## config.mk

```make
export PLATFORM = sky130hd
export DESIGN_NAME = systolic_result_streamer
export DESIGN_NICKNAME = d
export VERILOG_FILES = /design/src/rtl/systolic_result_streamer.sv
export SDC_FILE = /design/constraint.sdc
export NUM_CORES = 1
export LEC_CHECK = 0
export BUFFER_PORTS_ARGS = -buffer_cell sky130_fd_sc_hd__buf_4
export CORE_AREA = 8 8 202 204
export DETAILED_ROUTE_END_ITERATION = 7
export DIE_AREA = 0 0 210 212
export PLACE_DENSITY = 0.8
export SYNTH_ARGS = -nofsm -noshare
export SYNTH_HDL_FRONTEND = slang
export SYNTH_SLANG_ARGS = --single-unit
```

## constraint.sdc

```tcl
create_clock -name i_clk -period 9.2 [get_ports i_clk]
set_clock_uncertainty 0.05 [all_clocks]
set_input_delay 1.84 -clock i_clk [delete_from_list [all_inputs] [get_ports i_clk]]
set_output_delay 1.84 -clock i_clk [all_outputs]
set_load 0.01 [all_outputs]
```

## src/rtl/systolic_result_streamer.sv

```systemverilog
// Two-entry result buffer that streams each captured 4x4 product matrix out in row-major order.
// Latency: a result pulse sampled at edge T presents element (0,0) from cycle T+1; one beat per cycle.
// Backpressure: outputs hold while i_ready is low; a result that arrives with both buffers full is dropped and flagged.
module systolic_result_streamer #(
  parameter int DIM    = 4,
  parameter int ELEM_W = 16
) (
  input  logic                                 i_clk,
  input  logic                                 i_arst,
  input  logic [DIM-1:0][DIM-1:0][ELEM_W-1:0] i_c,
  input  logic                                 i_resultValid,
  output logic                                 o_canAccept,
  output logic                                 o_valid,
  input  logic                                 i_ready,
  output logic [ELEM_W-1:0]                    o_data,
  output logic [1:0]                           o_row,
  output logic [1:0]                           o_col,
  output logic                                 o_last,
  input  logic                                 i_clearOverflow,
  output logic                                 o_overflow
);

  // The row/column decode and the 4-bit beat index only make sense for a 4x4 array.
  if (DIM != 4) begin : g_dim_check
    $error("systolic_result_streamer: only DIM = 4 is supported");
  end

  typedef logic [DIM-1:0][DIM-1:0][ELEM_W-1:0] mat_t;

  // Buffer occupancy doubles as the control state: number of matrices held.
  typedef enum logic [1:0] {
    ST_EMPTY = 2'd0,
    ST_ONE   = 2'd1,
    ST_FULL  = 2'd2
  } state_t;

  state_t     state_q, state_d;
  logic       wp_q, wp_d;
  logic       rp_q, rp_d;
  logic [3:0] idx_q, idx_d;
  logic       ovf_q, ovf_d;
  mat_t       buf_q [2];

  logic capture;
  logic drop;
  logic beat;
  logic final_beat;

  // Capture/drop decisions use the registered occupancy only, so a final beat
  // in the same cycle never makes room for a result arriving at FULL.
  assign capture    = i_resultValid && (state_q != ST_FULL);
  assign drop       = i_resultValid && (state_q == ST_FULL);
  assign beat       = (state_q != ST_EMPTY) && i_ready;
  assign final_beat = beat && (idx_q == 4'd15);

  // Occupancy transitions: capture fills, final beat releases, both together cancel.
  always_comb begin
    state_d = state_q;
    case (state_q)
      ST_EMPTY: begin
        if (capture) state_d = ST_ONE;
      end
      ST_ONE: begin
        if (capture && !final_beat)      state_d = ST_FULL;
        else if (!capture && final_beat) state_d = ST_EMPTY;
      end
      ST_FULL: begin
        if (final_beat) state_d = ST_ONE;
      end
      default: state_d = ST_EMPTY;
    endcase
  end

  // Pointer, beat index and sticky overflow next-state; a drop beats a clear.
  always_comb begin
    wp_d  = wp_q ^ capture;
    rp_d  = rp_q ^ final_beat;
    idx_d = idx_q;
    if (final_beat) begin
      idx_d = 4'd0;
    end else if (beat) begin
      idx_d = idx_q + 4'd1;
    end
    ovf_d = ovf_q;
    if (drop) begin
      ovf_d = 1'b1;
    end else if (i_clearOverflow) begin
      ovf_d = 1'b0;
    end
  end

  // Control registers; reset discards any buffered or partially streamed matrix.
  always_ff @(posedge i_clk) begin
    if (i_arst) begin
      state_q <= ST_EMPTY;
      wp_q    <= 1'b0;
      rp_q    <= 1'b0;
      idx_q   <= 4'd0;
      ovf_q   <= 1'b0;
    end else begin
      state_q <= state_d;
      wp_q    <= wp_d;
      rp_q    <= rp_d;
      idx_q   <= idx_d;
      ovf_q   <= ovf_d;
    end
  end

  // Matrix storage; contents are only read while occupancy marks them valid, so no reset.
  always_ff @(posedge i_clk) begin
    if (capture) begin
      buf_q[wp_q] <= i_c;
    end
  end

  // Output decode purely from registers, zeroed when nothing is being presented.
  always_comb begin
    o_valid     = 1'b0;
    o_data      = '0;
    o_row       = 2'd0;
    o_col       = 2'd0;
    o_last      = 1'b0;
    o_canAccept = (state_q != ST_FULL);
    o_overflow  = ovf_q;
    if (state_q != ST_EMPTY) begin
      o_valid = 1'b1;
      o_row   = idx_q[3:2];
      o_col   = idx_q[1:0];
      o_data  = buf_q[rp_q][idx_q[3:2]][idx_q[1:0]];
      o_last  = (idx_q == 4'd15);
    end
  end

endmodule
```

==> After elaboration in Yosys (flattened, before gate mapping) <==
Memory sizes are Yosys's and may differ from the RTL's. A register that Yosys moved wholly into a read port is not among the register bits.
Cells that the tools add are included.
{ "totals": {"word_cells": 50, "ff_bits": 9, "latch_bits": 0, "mem_bits_ro": 0, "ram_bits": 512, "inputBits": 261, "output_inout_bits": 24, "mem_count": 1} }
{ "mem_list": {"columns": ["memory", "words", "width", "read_ports", "rd_clocked_by_memory_dff", "wr", "line", "rtl"], "rows": [
  ["buf_q", 2, 256, 1, 1, 1, "42", "mat_t buf_q [2];"]
]} }
{ "classes": {"n_mul": 0, "n_div": 0, "n_bitwise": 2, "mux": 19, "n_shift": 0, "eq_ne": 7, "n_reduce_logical": 13, "order_cmp": 2, "n_addsub": 1} }
{ "op_table": {"columns": ["operator", "n"], "rows": [
  ["$bmux W64 S2", 1],
  ["$mux W64", 1],
  ["$bmux W16 S2", 1],
  ["$mux W16", 2],
  ["$mux W2", 6],
  ["$mux W1", 7],
  ["$logic_and A1 B1 Y1", 6],
  ["$lt A2 B3 Y1 const B", 2],
  ["$ne A2 B2 Y1 const B", 3],
  ["$pmux W2 S3", 1],
  ["$add A4 B1 Y4 const B", 1],
  ["$eq A4 B4 Y1 const B", 1],
  ["$reduce_bool A2 Y1", 2],
  ["$ne A3 B3 Y1 const B", 1],
  ["$reduce_and A3 Y1", 1],
  ["$eq A2 B1 Y1 const B", 1],
  ["$eq A2 B2 Y1 const B", 1],
  ["$logic_not A1 Y1", 2],
  ["$logic_not A2 Y1", 1],
  ["$reduce_or A2 Y1", 1],
  ["$xor A1 B1 Y1", 2]
]} }

==> Depth between registers and ports, before layout <==
{ "logic_depth": {"word_depth": 7, "mapped_depth": 9, "depth_no_buf": 9} }

==> Worst setup path after synthesis <==
OpenSTA, ideal clock, no wires.
{ "synth_timing": {"path_kind": "input-to-reg", "from": "input i_resultValid", "to": "memory buf_q[1][0] in the netlist's numbering, enable pin", "path_buffers": 0, "setup_time_ns": 0.651, "path_stages": 2, "arrival_ns": 7.887, "slack_ns": 0.612, "t_required_ns": 8.499, "path_cell_list": "and2_1 ha_1"} }
{ "synth_via": {"elab_chain_cells": 3} }
{ "synth_lines": {"columns": ["element", "line", "rtl"], "rows": [
  ["from (decl)", "11", "input logic i_resultValid,"],
  ["$logic_and A1 B1 Y1", "51", "assign capture = i_resultValid && (state_q != ST_FULL);"],
  ["$mux W1", "111", "if (capture) begin"],
  ["$mux W1 (implied by the code)", "112", "buf_q[wp_q] <= i_c;"],
  ["to (decl)", "42", null]
]} }
Every way passes these cells.

==> Worst setup path in the final report <==
{ "layout_timing": {"from": "register idx_q[3]", "to": "output o_data[14]"} }
{ "layout_via": {"elab_chain_cells": 5} }
{ "layout_lines": {"columns": ["element", "line", "rtl"], "rows": [
  ["from (decl)", "40", "logic [3:0] idx_q, idx_d;"],
  ["from (signal assigned)", "104", "idx_q <= idx_d;"],
  ["$bmux W64 S2", "129", "o_data = buf_q[rp_q][idx_q[3:2]][idx_q[1:0]];"],
  ["$mux W64 (implied by the code)", "129", null],
  ["$bmux W16 S2", "129", null],
  ["$mux W16 (implied by the code)", "129", null],
  ["$mux W16", "125", "if (state_q != ST_EMPTY) begin"],
  ["to (decl)", "15", "output logic [ELEM_W-1:0] o_data,"]
]} }
Every way passes these cells. The select of a mux whose other input is x is not followed.

==> metrics <==
final hold vios=0; Post-synth ARST share=0; synth top area cells=edfxtp_1, mux2i_1, a22oi_1; Final Power=5.03 mW; Hold-fix buffers, CTS=0; Total GRT Usage=0.205; Tcrit/Tclk final=0.601; DIE AREA=0.0445 mm^2; grt ovf=0; Syn Inst Count=1087; share of post-route cells with drive strength above 1=0.272; Detail Placement HPWL=29.6 mm; total number of vias=11.0k; Layout Nets=1637; Cell Area, Synth=0.0203 mm^2; initial drt markers=962; mux contribution to synthesized area=0.130; clock insertion delay at the later pin of the skew report=0.57 ns; Port Buffers=284; die height=212 um; synthesis-to-layout area growth=19.9%; CTS sink count=521; Worst-Margin Slew=1.14 ns; Simple-Gate Fraction of Synth Area=0.0252; complex-gate fraction of the synthesized area=0.0499; wire length per cell=24.0 um; Clock Path Buffers=3; maximum VDD drop=0.156 mV; drt pass-1 iters=5; first-pass GRT wire length=68.3 mm; number of vias per cell=5.69; CP arrival=3.64 ns; die span in x=210 um; Setup-failing EPs final=0; Detail Route Antenna Nets=0; CTS HTree Levels=2; Sequential cell area=0.0156 mm^2; Root Buffer=clkbuf_16; clock-pin slew on the worst setup and hold paths=0.06 ns; drt drc=0; Worst Path Required=7.31 ns; cts repair resizes=0; kind of end point of the critical path=output port; TritonCTS clock tree=yes; leading area contributor after synthesis=edfxtp_1; fillers=2593; largest family of logic cells by synthesized area=multiplexers; setup tns final=0 ns; number of synthesized flops with an enable pin=512; Synth Area in Adders=0.00247; Final GP Congestion=0.766; status=complete, no violations; vias in the first global route=11.4k; Avg Inst Size Synth=18.7 um^2; Synth top area share=0.758; largest net degree at the start of global routing=143; Finished Core Util=0.641; CP Launch Type=register; post-layout minimum cycle time=5.53 ns; Post-CTS Setup Inserts=0; Total Wirelength=46.5 mm; leakage power total=8.06 nW; # IOs=285; WHS Path Cells=2; Worst Hold Class=reg -> reg; Yosys cell types=31; area of the multi-input gates=0.00431 mm^2; net count after synthesis=1352; worst setup margin=3.67 ns; CTS buffer count=50; sequential element share of the synthesized area=0.767; fmax=181 MHz; YS warnings=0; unrepaired setup endpoints after global routing=no; CP Max Fanout=60; Power Density=207 mW/mm^2; final max-slew violation count=0; Slew headroom=0.239; initial antenna violation count=6; Crit Path Category=reg -> out; Rows=72; starting density of the core=0.535; Main synth FF type=edfxtp_1; Yosys reg bits=521; Design Area, Final=0.0243 mm^2; Setup WS pre-CTS=4.32 ns; Core Box Area=0.0379 mm^2; Post-Synth XOR/XNOR Area=0.00173; path depth of the worst reg2reg path=5; Area after DPL=0.0228 mm^2; max-cap viol count=0
==> state kept, by name (all words and copies together) (netlist names) <==
register    flops
state_q         2
rp_q            1
idx_q           4
o_overflow      1
wp_q            1
buf_q         512
==> per-layer routing <==
metal | routed length (um) | share of wire | vias up | global-route usage
met2 | 23300 | 0.50 | 435 | 0.340
met3 | 3140 | 0.068 | 80 | 0.0382
met1 | 18500 | 0.40 | 5511 | 0.266
li1 | - | - | 4988 | -
met5 | 11 | 0.00024 | - | 0
met4 | 1520 | 0.033 | 2 | 0.0812
==> final timing paths <==
check	startpoint	to	slack (ns)
worst max register to register	state_q[0]$_SDFFE_PP0P_	buf_q[0][184]$_DFFE_PP_	6.40
worst min-delay path	state_q[1]$_SDFFE_PP0P_	state_q[0]$_SDFFE_PP0P_	0.55
worst min register to register	state_q[1]$_SDFFE_PP0P_	state_q[0]$_SDFFE_PP0P_	0.55
worst max-delay path	idx_q[3]$_SDFFE_PP0P_	o_data[14]	3.67
==> cells in the final DEF, fill, tap and decap left out, types with 11 or more instances in the layout <==
cell type / instances
a22oi_1: 116
a31oi_1: 11
and3_1: 13
buf_4: 294
clkbuf_16: 51
clkinv_1: 16
clkinv_2: 12
edfxtp_1: 512
mux2i_1: 246
nand3_1: 52
nor2_1: 12
==> worst max-delay path: stages (launching register included) <==
cell	delay (ns)
dfxtp_1	0.80
nor2b_4	0.27
buf_4	0.67
a22oi_1	0.13
and3_1	0.25
a31oi_1	0.41
nand3_1	0.27
buf_4	0.22
==> final cells by class <==
type,instances,area share
sequential,521,0.639
clock buffer,59,0.0537
antenna,5,0.000514
timing repair buffer,297,0.0932
inverter,4,0.000617
clock inverter,34,0.00869
multi-input combinational,498,0.177
tap,518,0.0266
==> synthesized netlist by cell type (2+ instances only) <==
cell type and number:
buf_4 11, nor2b_1 6, xor2_1 4, a22oi_1 116, edfxtp_1 512, and2_1 6
a221oi_1 4, mux4_2 8, buf_6 16, nor3_1 4, nor2_1 12, clkbuf_1 6
inv_1 3, clkbuf_2 2, ha_1 4, a21oi_1 6, and3_1 13, buf_2 26
mux2i_1 246, dfxtp_1 9, nand2_1 2, a31oi_1 11, nand3_1 52
==> kinds of logic (layout without fill, tap and decap cells) <==
logic type                 after synthesis  in the layout
AOI/OAI and AO/OA                      138            138
xor gates and xnor gates                 4              4
adders and majority gates                4              4
buffers and inverters                   68            394
DFF                                    521            521
muxes                                  254            254
other                                    0              5
and+or+nand+nor                         98             98
==> power by group <==
| part | internal (mW) | leakage [nW] | total, mW | switching (mW) |
|---|---|---|---|---|
| logic | 0.132 | 2.45 | 0.308 | 0.176 |
| clock network | 1.07 | 0.743 | 1.90 | 0.834 |
| registers | 2.79 | 4.87 | 2.82 | 0.0358 |
| total | 3.99 | 8.06 | 5.03 | 1.05 |
==> per-stage QoR <==
| step | std cells | hold WS [ns] |
|---|---|---|
| after CTS | 1931 | 0.543 |
| after global placement | 1838 | 0.495 |
| final | 1936 | 0.546 |
| after detailed placement | 1838 | 0.529 |
| after floorplan | 1087 | 0.478 |
| after global routing | 1936 | 0.581 |
(Power assumes the default switching activity.)
